$ cat config.mk
export PLATFORM = sky130hd
export DESIGN_NAME = f1_start_sequencer_flat
export DESIGN_NICKNAME = d
export VERILOG_FILES = /design/src/rtl/f1_start_sequencer_pkg.sv /design/src/rtl/f1_start_sequencer_if.sv /design/src/rtl/f1_start_sequencer_tick_gen.sv /design/src/rtl/f1_start_sequencer.sv /design/src/flat_wrapper.sv
export SDC_FILE = /design/constraint.sdc
export NUM_CORES = 1
export LEC_CHECK = 0
export CORE_MARGIN = 2
export CORE_UTILIZATION = 57
export DETAILED_ROUTE_END_ITERATION = 10
export HOLD_SLACK_MARGIN = 0.06
export PLACE_DENSITY_LB_ADDON = 0.05
export SLEW_MARGIN = 40
export SYNTH_ARGS = -nofsm -noshare
export SYNTH_HDL_FRONTEND = slang
export SYNTH_SLANG_ARGS = --single-unit
$ cat constraint.sdc
create_clock -name clk -period 5.2 [get_ports clk]
set_input_delay 0.78 -clock clk [delete_from_list [all_inputs] [get_ports clk]]
set_output_delay 0.78 -clock clk [all_outputs]
set_load 0.01 [all_outputs]
$ cat src/rtl/f1_start_sequencer_pkg.sv
// f1_pkg: shared types and constants for the F1 start-light sequencer.
// Related build macro: F1_RANDOM_DELAY_EN (enables the LFSR-driven hold delay).
package f1_pkg;

    typedef enum logic [1:0] {
        IDLE    = 2'd0,
        LIGHTS  = 2'd1,
        HOLD    = 2'd2,
        MEASURE = 2'd3
    } f1_state_t;

    localparam logic [7:0] LIGHTS_ALL = 8'hFF;

    localparam int              LFSR_W     = 7;
    localparam logic [LFSR_W-1:0] LFSR_SEED = 7'h01;
    // x^7 + x^6 + 1: feedback from the two most significant stages
    localparam int              LFSR_TAP_A = 6;
    localparam int              LFSR_TAP_B = 5;

    localparam int RT_W = 16;

    // One Fibonacci step; a non-zero state never maps to zero.
    function automatic logic [LFSR_W-1:0] lfsr_next(input logic [LFSR_W-1:0] q);
        return {q[LFSR_W-2:0], q[LFSR_TAP_A] ^ q[LFSR_TAP_B]};
    endfunction

endpackage

$ cat src/rtl/f1_start_sequencer_if.sv
// Handshake and display bundle between the sequencer and its parent top level.
interface f1_start_sequencer_if;
    import f1_pkg::*;

    logic            start;
    logic            react;
    logic [7:0]      out;
    logic            go;
    logic            busy;
    logic [RT_W-1:0] reaction_time;
    logic            time_valid;
    logic            false_start;

    modport master (
        output start, react,
        input  out, go, busy, reaction_time, time_valid, false_start
    );

    modport slave (
        input  start, react,
        output out, go, busy, reaction_time, time_valid, false_start
    );

endinterface

$ cat src/rtl/f1_start_sequencer_tick_gen.sv
// f1_tick_gen: period counter producing one tick every N+1 enabled cycles.
// If N drops below the current count, the counter runs on and wraps through
// its full range before matching again.
module f1_tick_gen #(
    parameter int WIDTH = 16
) (
    input  logic             clk,
    input  logic             rst,
    input  logic             en,
    input  logic             clr,
    input  logic [WIDTH-1:0] N,
    output logic             tick
);

    logic [WIDTH-1:0] cnt;

    assign tick = en && !clr && (cnt == N);

    // Count 0..N on enabled cycles; synchronous clear holds it at zero.
    always_ff @(posedge clk or negedge rst) begin
        if (!rst) begin
            cnt <= '0;
        end else if (clr) begin
            cnt <= '0;
        end else if (en) begin
            if (cnt == N) cnt <= '0;
            else          cnt <= cnt + 1'b1;
        end
    end

endmodule

$ cat src/rtl/f1_start_sequencer.sv
// f1_start_sequencer: start-light sequence, hold delay, go pulse and reaction
// timing in one block. Build macro F1_RANDOM_DELAY_EN selects an LFSR-based
// hold delay of 1..16 ticks; otherwise the hold is FIXED_DELAY ticks.
//
// state   | meaning
// --------+-----------------------------------------------------------
// IDLE    | lights off, waiting for start
// LIGHTS  | one more light per tick until all eight are lit
// HOLD    | all lights lit, counting down the hold delay in ticks
// MEASURE | lights out, counting cycles until the driver reacts
module f1_start_sequencer
    import f1_pkg::*;
#(
    parameter int WIDTH       = 16,
    parameter int FIXED_DELAY = 3
) (
    input  logic             clk,
    input  logic             rst,
    input  logic             en,
    input  logic [WIDTH-1:0] N,
    f1_start_sequencer_if.slave bus
);

    f1_state_t       state, state_nx;
    logic [7:0]      out_q, out_nx;
    logic            go_q, go_nx;
    logic            busy_q, busy_nx;
    logic [RT_W-1:0] rt_q, rt_nx;
    logic            tv_q, tv_nx;
    logic            fs_q, fs_nx;
    logic [4:0]      hold_q, hold_nx;
    logic [RT_W-1:0] rcnt_q, rcnt_nx;
    logic [4:0]      d_load;
    logic            seq_active;
    logic            tick;

    assign seq_active = (state == LIGHTS) || (state == HOLD);

    f1_tick_gen #(.WIDTH(WIDTH)) u_tick (
        .clk  (clk),
        .rst  (rst),
        .en   (en && seq_active),
        .clr  (!seq_active),
        .N    (N),
        .tick (tick)
    );

`ifdef F1_RANDOM_DELAY_EN
    logic [LFSR_W-1:0] lfsr_q;

    // Free-running delay source; advances on every clock, enabled or not.
    always_ff @(posedge clk or negedge rst) begin
        if (!rst) lfsr_q <= LFSR_SEED;
        else      lfsr_q <= lfsr_next(lfsr_q);
    end

    assign d_load = {1'b0, lfsr_q[3:0]} + 5'd1;
`else
    assign d_load = 5'(FIXED_DELAY);
`endif

    // State and registered outputs.
    always_ff @(posedge clk or negedge rst) begin
        if (!rst) begin
            state  <= IDLE;
            out_q  <= 8'h00;
            go_q   <= 1'b0;
            busy_q <= 1'b0;
            rt_q   <= '0;
            tv_q   <= 1'b0;
            fs_q   <= 1'b0;
            hold_q <= '0;
            rcnt_q <= '0;
        end else begin
            state  <= state_nx;
            out_q  <= out_nx;
            go_q   <= go_nx;
            busy_q <= busy_nx;
            rt_q   <= rt_nx;
            tv_q   <= tv_nx;
            fs_q   <= fs_nx;
            hold_q <= hold_nx;
            rcnt_q <= rcnt_nx;
        end
    end

    // Next state and next output values; react outranks a same-cycle tick.
    always_comb begin
        state_nx = state;
        out_nx   = out_q;
        go_nx    = 1'b0;
        rt_nx    = rt_q;
        tv_nx    = 1'b0;
        fs_nx    = 1'b0;
        hold_nx  = hold_q;
        rcnt_nx  = rcnt_q;
        if (en) begin
            case (state)
                IDLE: begin
                    out_nx = 8'h00;
                    if (bus.start) begin
                        state_nx = LIGHTS;
                        out_nx   = 8'h01;
                    end
                end
                LIGHTS: begin
                    if (bus.react) begin
                        state_nx = IDLE;
                        out_nx   = 8'h00;
                        fs_nx    = 1'b1;
                    end else if (tick) begin
                        out_nx = {out_q[6:0], 1'b1};
                        if ({out_q[6:0], 1'b1} == LIGHTS_ALL) begin
                            state_nx = HOLD;
                            hold_nx  = d_load;
                        end
                    end
                end
                HOLD: begin
                    if (bus.react) begin
                        state_nx = IDLE;
                        out_nx   = 8'h00;
                        fs_nx    = 1'b1;
                    end else if (tick) begin
                        if (hold_q <= 5'd1) begin
                            state_nx = MEASURE;
                            out_nx   = 8'h00;
                            go_nx    = 1'b1;
                            hold_nx  = '0;
                            rcnt_nx  = '0;
                        end else begin
                            hold_nx = hold_q - 5'd1;
                        end
                    end
                end
                MEASURE: begin
                    if (bus.react) begin
                        state_nx = IDLE;
                        rt_nx    = rcnt_q;
                        tv_nx    = 1'b1;
                    end else if (rcnt_q != {RT_W{1'b1}}) begin
                        rcnt_nx = rcnt_q + 1'b1;
                    end
                end
                default: state_nx = IDLE;
            endcase
        end
        busy_nx = (state_nx != IDLE);
    end

    assign bus.out           = out_q;
    assign bus.go            = go_q;
    assign bus.busy          = busy_q;
    assign bus.reaction_time = rt_q;
    assign bus.time_valid    = tv_q;
    assign bus.false_start   = fs_q;

endmodule

$ cat src/flat_wrapper.sv
// flat-port wrapper written by rule: the top's interface ports become plain ports
module f1_start_sequencer_flat import f1_pkg::*;
#(
    parameter int WIDTH       = 16,
    parameter int FIXED_DELAY = 3
)
  (clk, rst, en, N, bus_start, bus_react, bus_out, bus_go, bus_busy, bus_reaction_time, bus_time_valid, bus_false_start);
  f1_start_sequencer_if bus_i ();
  input  logic clk;
  input  logic rst;
  input  logic en;
  input  logic [WIDTH-1:0] N;
  input wire logic [$bits(bus_i.start)-1:0] bus_start;
  input wire logic [$bits(bus_i.react)-1:0] bus_react;
  output wire logic [$bits(bus_i.out)-1:0] bus_out;
  output wire logic [$bits(bus_i.go)-1:0] bus_go;
  output wire logic [$bits(bus_i.busy)-1:0] bus_busy;
  output wire logic [$bits(bus_i.reaction_time)-1:0] bus_reaction_time;
  output wire logic [$bits(bus_i.time_valid)-1:0] bus_time_valid;
  output wire logic [$bits(bus_i.false_start)-1:0] bus_false_start;
  assign bus_i.start = bus_start;
  assign bus_i.react = bus_react;
  assign bus_out = bus_i.out;
  assign bus_go = bus_i.go;
  assign bus_busy = bus_i.busy;
  assign bus_reaction_time = bus_i.reaction_time;
  assign bus_time_valid = bus_i.time_valid;
  assign bus_false_start = bus_i.false_start;
  f1_start_sequencer #(.WIDTH(WIDTH), .FIXED_DELAY(FIXED_DELAY)) u_core (.clk(clk), .rst(rst), .en(en), .N(N), .bus(bus_i));
endmodule
Yosys cells after proc, flatten, opt, wreduce, memory -nomap -nowiden. Index checks and enable logic that the tools add are counted.

Word-level logic and storage cells: 89. Bits in registers: 67. Input port bits: 21.

Mux-type cells: 43. Add/sub/neg operators: 3. Reductions and logical operators: 14. Equal/unequal tests: 18. Order comparisons: 1.

Operators with widths (number): 2-to-1 mux 16 bit (8); 2-to-1 mux 8 bit (5); adder 16 x 1 -> 16 bit, second input constant (2); one-hot mux 16 bit (2 select lines) (1); 2-to-1 mux 5 bit (6); one-hot mux 8 bit (3 select lines) (1); 2-to-1 mux 2 bit (9); == test 16 bit (1); != test 16 bit, second input constant (1); AND reduction 7 bit (2); != test 2 bit, second input constant (6); 2-to-1 mux 1 bit (11); one-hot mux 5 bit (2 select lines) (1); one-hot mux 2 bit (4 select lines) (1); == test 7 bit, second input constant (1); != test 2 x 1 -> 1 bit, second input constant (3); != test 3 x 2 -> 1 bit, second input constant (2); nonzero test 2 bit (3); less-or-equal comparator 5 x 1 -> 1 bit, second input constant (1); AND reduction 5 bit (1); subtractor 5 x 1 -> 5 bit, second input constant (1); == test 2 bit, second input constant (2); logical AND 1 bit (3); != test 3 bit, second input constant (1); other kinds (6) (6).

Logic depth before layout (Yosys ltp). Gate-level depths: netlist (run 1).

Depth after elaboration: 10. Gate-level depth with buffers: 10. Gate-level depth less buffers: 8.

By module. From an unflattened synthesis (run 1), not the netlist that was laid out.

Cell total of the unflattened synthesis: 382. Area total of the unflattened synthesis: 3758.6 µm².

By module, submodules not included: f1_start_sequencer (area an instance 2587.5 µm², seq. area each 1276.2 µm², instances 1, cells each 251); f1_tick_gen (area an instance 1171.1 µm², seq. area each 400.4 µm², instances 1, cells each 131).

Worst setup path before layout (run 1). Ideal clock, no wire load.

Path kind: input port to flip-flop. Start: input port N[15]. End: register u_core.out_q[0], in the netlist u_core.bus.out[0]. Data arrival time: 2567 ps. Required time: 5075 ps. Library setup time: 125 ps. Slack: 2507 ps. Stages: 7. Path through: xor2_1 -> nor4_1 -> nand4_1 -> or3_1 -> a221o_1 -> buf_6 -> mux2_4.

Longest elaborated chain between the ends: 4.

RTL lines: start, declared (line flat_wrapper.sv:12) `input logic [WIDTH-1:0] N;`; == test 16 bit * (line f1_start_sequencer_tick_gen.sv:17) `assign tick = en && !clr && (cnt == N);`; logical AND 1 bit * (line f1_start_sequencer_tick_gen.sv:17); != test 3 x 2 -> 1 bit (no line); AND reduction 5 bit (no line) *; end signal, assigned (line f1_start_sequencer.sv:76) `out_q <= out_nx;`; end, declared (line f1_start_sequencer.sv:25) `logic [7:0] out_q, out_nx;`.

Every way passes the cells marked *; elsewhere a longest branch is shown, timed or not. A chain may end at the register's enable or synchronous reset.

Worst setup path in the final report (run 1).
Start: input port N[12]. End: register u_core.out_q[3], in the netlist u_core.bus.out[3].

Same word-level chain as after synthesis.

==> flow_summary.ini, run 1 <==
[route]
final_antenna_net_count = 0
vias = 2812
routed_via_density = 5.77
drt-wirelength-per-cell_um = 14.9
aggregate_routed_wire_length_mm = 7.25
number_of_drc_markers_in_iteration_0 = 201
remaining_drc_errors = 0
first_pass_iteration_count_of_the_detailed_router = 4

[clock_network]
cts_post_setup_buffers_inserted = 0
htree_num_levels = 3
numClockSinks = 67
root_buffer = clkbuf_8
buffer_depth_of_the_longest_clock_path = 2
clkTransAtPathRegs_ns = 0.07
post_cts_sizing = 0
clock_insertion_delay_worst_skew_ns = 0.35
cts_inserted_buffers = 9
hold_fix_buffers_at_cts = 0
cts_tree = yes

[cells_and_area]
layout_commonest_cell = dfrtp_1
area.growth.synth_to_final_pct = 19.8
postLayoutCellArea_um2 = 4360
most-common-layout-cells = dfrtp_1, nand2_1, clkdlybuf4s50_1
layout-drive-gt1-share_pct = 8.78
num-fill-cells = 507
postLayoutCoreUtil_pct = 69.8
design.final.nets = 436
n_diodes = 0

[floorplan]
die-height_um = 83.9
floorplan.die_area_um2 = 7030
effective_utilization_at_floorplan_pct = 58.2
floorplan.core_area_um2 = 6240
fp.dieW_um = 83.9
rows = 29
floorplan.io_pins = 49

[critical_path]
critPathLaunchType = primary input
setup.worst_path.end_class = flip-flop
slowest_delay_ns = 0.52
critPathKind = in -> reg
critical-path-slowest-cell = a221o_1
timing.critical_path.fanout_max = 8
worst-endpoint-required_ns = 5.43
crit_arrival_ns = 3.39
crit_chain = clkdlybuf4s50_1 > xor2_1 > nor4_1 > nand4_1 > or3_1 > a221o_1 > mux2_4
ff_to_ff_setup_slack_ns = 2.44

[placement]
buffer_ports.inserted = 48
gp_congestion = 0.808
dp_slack_ns = 1.66
post-dp-hpwl_mm = 5.06
postPlaceCellArea_um2 = 4190

[sta]
final-hold-violation-count = 0
timing.clock.skew_ns = 0.00908
final.min_clock_period_ns = 3.16
worstMarginPinSlew_ns = 0.695
fin_crit_sh_pct = 60.8
final.setup.tns_ns = 0
finalSetupViolCount = 0
slew_headroom_pct = 53.6
worst_slack_ns = 2.04
timing.final.max_slew_violations = 0
timing.fmax_ghz = 0.316
rsz0062_at_grt = false

[power]
clockPowerShare_pct = 32.3
p_int_uw = 837
switchingPower_uw = 337
share_seq_of_total_power_pct = 48.5
power_per_cell_area_nw_per_um2 = 269
ir_drop_uv = 236
power.leakage_nw = 2.03
sw_share_pct = 28.7
comb_power_share_pct = 19.2

[grt]
grt_antenna_before_repair = 0
grt_start_max_net_pins = 38
global_route_wire_length_before_repair_mm = 12.7
grt_usage_pct = 22.3
grt_overflow_total = 0
vias_in_the_first_global_route = 2739

[yosys]
postSynthCellCount = 359
synthesis_stage_register_bit_count = 67
post_synth_net_total = 388
number_of_warning_messages_in_the_yosys_log = 0
syn_avg_cell_area_um2 = 10.1
synth_seq_area_share_pct = 46.1
syn_area_um2 = 3630
synth_cell_types = 49

[worst_hold_path]
hold_class = in -> async

[status]
outcome = completed

[flow_run]
maxCapViolations = 0
-- registers in the layout (all words and copies together) (netlist names) --
name                      cells
u_core.bus.busy               1
u_core.bus.false_start        1
u_core.bus.go                 1
u_core.bus.out                8
u_core.bus.reaction_time     16
u_core.bus.time_valid         1
u_core.hold_q                 5
u_core.rcnt_q                16
u_core.state                  2
u_core.u_tick.cnt            16
-- cells by family after synthesis --
logic type	synth area share, %
compound gates	11.7
buf+inv	2.65
xor+xnor	5.06
simple gates	23.0
flops	46.1
fa+ha+maj	2.75
mux	8.74
-- per-layer routing --
| layer | global-route usage, % | part of all wire, % | up-vias |
|---|---|---|---|
| met5 | 0 | 0 | - |
| met4 | 8.80 | 1.5 | 0 |
| met1 | 31.0 | 49 | 1352 |
| li1 | - | - | 1401 |
| met3 | 3.96 | 2.8 | 9 |
| met2 | 35.1 | 47 | 50 |
-- final timing paths --
| path | depth (start not counted) | start | end |
|---|---|---|---|
| hold / removal | 2 | rst | u_core.bus.reaction_time[5]$_DFFE_PN0P_ |
| max in group asynchronous | 3 | rst | u_core.state[0]$_DFF_PN0_ |
| min in group clk | 1 | u_core.bus.reaction_time[9]$_DFFE_PN0P_ | u_core.bus.reaction_time[9]$_DFFE_PN0P_ |
| hold reg to reg | 1 | u_core.bus.reaction_time[9]$_DFFE_PN0P_ | u_core.bus.reaction_time[9]$_DFFE_PN0P_ |
| setup / recovery | 7 | N[12] | u_core.bus.out[3]$_DFFE_PN0P_ |
| setup reg to reg | 6 | u_core.u_tick.cnt[12]$_DFFE_PN0P_ | u_core.bus.out[3]$_DFFE_PN0P_ |
-- cell type report --
class | instances | area, um2 | area share, %
Inverter | 8 | 30.0 | 0.689
Tap cell | 77 | 96.3 | 2.21
Timing Repair Buffer | 52 | 518 | 11.9
Clock buffer | 12 | 155 | 3.56
Multi-Input combinational cell | 269 | 1870 | 42.9
Sequential cell | 67 | 1680 | 38.5
Clock inverter | 2 | 12.5 | 0.287
-- power groups by stage --
stage / Sequential, mW / Combinational [mW] / Clock, mW
6_report: 0.569 / 0.225 / 0.380
5_1_grt: 0.572 / 0.248 / 0.411
4_1_cts: 0.569 / 0.226 / 0.388
3_5_place_dp: 0.578 / 0.224 / 0
3_3_place_gp: 0.579 / 0.217 / 0
2_1_floorplan: 0.579 / 0.138 / 0
-- cell usage after synthesis, drive strengths merged --
cell type	count	area share [%]
a21oi	2	0.28
and4	3	0.72
nor3	7	0.96
nor2	11	1.1
nor2b	7	1.2
or4b	3	0.83
nand3b	10	2.1
ha	8	2.8
nand4	7	1.2
o2bb2ai	1	0.24
a22o	3	0.72
o41ai	1	0.24
and2	3	0.52
a41oi	1	0.24
nand3	16	2.2
o211ai	2	0.41
and3	17	2.9
clkbuf	11	1.1
inv	8	0.83
a2bb2oi	1	0.24
nor3b	4	0.83
a211oi	2	0.41
or4	2	0.41
o21ai	21	2.9
o221ai	10	2.4
or3	3	0.52
a32oi	2	0.48
o21bai	2	0.41
mux2	25	8.5
a221o	1	0.28
nand2b	7	1.2
dfrtp	67	46
mux2i	1	0.28
a21o	6	1.2
nor4	7	1.4
xnor2	2	0.48
a32o	1	0.28
o31ai	2	0.41
a21bo	1	0.28
buf	4	0.69
xor2	19	4.6
nand2	47	4.9
o311ai	1	0.24
-- critical path, delay by kind of cell --
kind | cells | cell delay, ns
AOI/OAI and AO/OA | 1 | 0.52
xor gates and xnor gates | 1 | 0.16
buffers and inverters | 1 | 0.41
muxes | 1 | 0.36
and+or+nand+nor | 3 | 1.15
-- stage by stage --
stage | instances | hold WS (ns) | total power, mW
after floorplan | 359 | 0.484 | 0.717
after global placement | 472 | 0.474 | 0.796
after detailed placement | 473 | 0.487 | 0.802
after CTS | 487 | 0.458 | 1.18
after global routing | 487 | 0.477 | 1.23
final | 487 | 0.439 | 1.17
No activity file was read; power rests on OpenSTA's default activity.
==> run 2: changes to the inputs <==
--- a/config.mk
+++ b/config.mk
@@ -6,7 +6,7 @@
 export NUM_CORES = 1
 export LEC_CHECK = 0
 export CORE_MARGIN = 2
-export CORE_UTILIZATION = 57
+export CORE_UTILIZATION = 50
 export DETAILED_ROUTE_END_ITERATION = 10
 export HOLD_SLACK_MARGIN = 0.06
 export PLACE_DENSITY_LB_ADDON = 0.05
==> constraint.sdc (replaced) <==
create_clock -name clk -period 2.75 [get_ports clk]
set_input_delay 0.4125 -clock clk [delete_from_list [all_inputs] [get_ports clk]]
set_output_delay 0.4125 -clock clk [all_outputs]
set_load 0.01 [all_outputs]
==> flow_summary.ini, run 2 (synthesis results as in run 1) <==
[status]
outcome = completed

[clock_network]
hold_fix_buffers_at_cts = 0
clkTransAtPathRegs_ns = 0.08
cts_post_setup_buffers_inserted = 0
buffer_depth_of_the_longest_clock_path = 2
htree_num_levels = 3
cts_tree = yes
cts_inserted_buffers = 9
root_buffer = clkbuf_8
clock_insertion_delay_worst_skew_ns = 0.35
numClockSinks = 67

[power]
share_seq_of_total_power_pct = 42.5
power.leakage_nw = 2.18
power_per_cell_area_nw_per_um2 = 542
sw_share_pct = 26.9
switchingPower_uw = 675
clockPowerShare_pct = 37.2
ir_drop_uv = 340
overall_power_mw = 2.51
p_int_mw = 1.83
comb_power_share_pct = 20.3

[route]
routed_via_density = 5.52
vias = 2953
wl_met2_mm = 3.63
first_pass_iteration_count_of_the_detailed_router = 4
drt-wirelength-per-cell_um = 14.4
detailroute.wirelength.met3_um = 294
met1_length_mm = 3.69
aggregate_routed_wire_length_mm = 7.73
top_signal_layer_used = met4
number_of_drc_markers_in_iteration_0 = 126
final_antenna_net_count = 0
remaining_drc_errors = 0

[critical_path]
setup.worst_path.end_class = flip-flop
critPathKind = in -> reg
worst-endpoint-required_ns = 2.98
timing.critical_path.fanout_max = 8
critPathLaunchType = primary input
crit_arrival_ns = 2.91

[cells_and_area]
area.growth.synth_to_final_pct = 27.1
n_diodes = 0
layout-drive-gt1-share_pct = 14.2
postLayoutCoreUtil_pct = 64.7
design.final.nets = 460
layout_commonest_cell = dfrtp_1
most-common-layout-cells = dfrtp_1, nand2_1, clkdlybuf4s50_1

[floorplan]
die-height_um = 89.3
floorplan.core_area_um2 = 7140
fp.dieW_um = 89.3
rows = 31
effective_utilization_at_floorplan_pct = 50.9
floorplan.die_area_um2 = 7970
floorplan.io_pins = 49

[grt]
grt_usage_pct = 21.6
grt_antenna_before_repair = 0
grt_start_max_net_pins = 42
grt_overflow_total = 0
global_route_wire_length_before_repair_mm = 13.1
vias_in_the_first_global_route = 2716

[sta]
final.min_clock_period_ns = 2.68
holdWs_ns = 0.0743
worstMarginPinSlew_ns = 0.729
final.setup.tns_ns = 0
rsz0062_at_grt = false
slew_headroom_pct = 51.3
final-hold-violation-count = 0
finalSetupViolCount = 0
timing.final.max_slew_violations = 0
timing.fmax_ghz = 0.374
timing.clock.skew_ns = 0.00952
fin_crit_sh_pct = 97.3

[flow_run]
maxCapViolations = 0

[placement]
buffer_ports.inserted = 48
post-dp-hpwl_mm = 5.42
gp_congestion = 0.864

[worst_hold_path]
hold_class = in -> async
[run 2: changes by cell type in the layout (fill, tap and decap cells not counted)]
cell	delta
a221o_1	-1
a221o_2	+1
buf_4	+24
bufinv_16	+2
nand3_1	+1
nand3_2	-1
[run 2: per-stage QoR]
step | cells | instance area [um2] | worst slack [ns]
final | 535 | 4620 | 0.0747
after global routing | 535 | 4620 | 0.00279
after CTS | 535 | 4620 | 0.00230
after detailed placement | 519 | 4390 | -0.353
after global placement | 519 | 4390 | -0.350
after floorplan | 359 | 3630 | 0.425
[run 2: path summary, 6_finish.rpt]
path / start / endpoint / slack (ns) / cells past startpoint
min: rst / u_core.bus.reaction_time[5]$_DFFE_PN0P_ / 0.07 / 1
max: N[9] / u_core.bus.out[4]$_DFFE_PN0P_ / 0.07 / 8
max reg2reg: u_core.u_tick.cnt[9]$_DFFE_PN0P_ / u_core.bus.out[4]$_DFFE_PN0P_ / 0.12 / 7
min in group clk: u_core.bus.reaction_time[9]$_DFFE_PN0P_ / u_core.bus.reaction_time[9]$_DFFE_PN0P_ / 0.49 / 1
max in group asynchronous: rst / u_core.bus.out[3]$_DFFE_PN0P_ / 2.03 / 2
min reg2reg: u_core.bus.reaction_time[9]$_DFFE_PN0P_ / u_core.bus.reaction_time[9]$_DFFE_PN0P_ / 0.49 / 1
[run 2: critical path: stages]
cell,delay [ns]
clkdlybuf4s50_1,0.41
xor2_1,0.16
nor4_1,0.37
buf_4,0.18
nand4_1,0.12
or3_1,0.42
a221o_2,0.49
mux2_4,0.33
[run 2: repair_timing]
action / CTS / global route
endpoints found under the hold margin: 0 / 0
setup endpoints to repair: 0 / 8
gates resized for setup: 0 / 1
[run 2: power by group through the flow]
stage / sequential (mW) / clock [mW] / combinational, mW
after floorplan: 1.09 / 0 / 0.261
after global placement: 1.08 / 0 / 0.503
after detailed placement: 1.08 / 0 / 0.507
after CTS: 1.06 / 0.967 / 0.512
after global routing: 1.07 / 1.02 / 0.567
final: 1.06 / 0.932 / 0.510
[run 2: routing by layer]
layer	track usage [%]	up-vias
li1	-	1457
met1	30.4	1423
met2	31.9	63
met3	6.46	10
met4	7.19	0
met5	0	-
[run 2: final cells by class]
cell class / count / area, um2
Clock inverter: 4 / 72.6
Multi-Input combinational cell: 269 / 1860
Fill cell: 611 / 2520
Tap cell: 99 / 124
Clock buffer: 12 / 155
Timing Repair Buffer: 76 / 698
Inverter: 8 / 30.0
Sequential cell: 67 / 1680
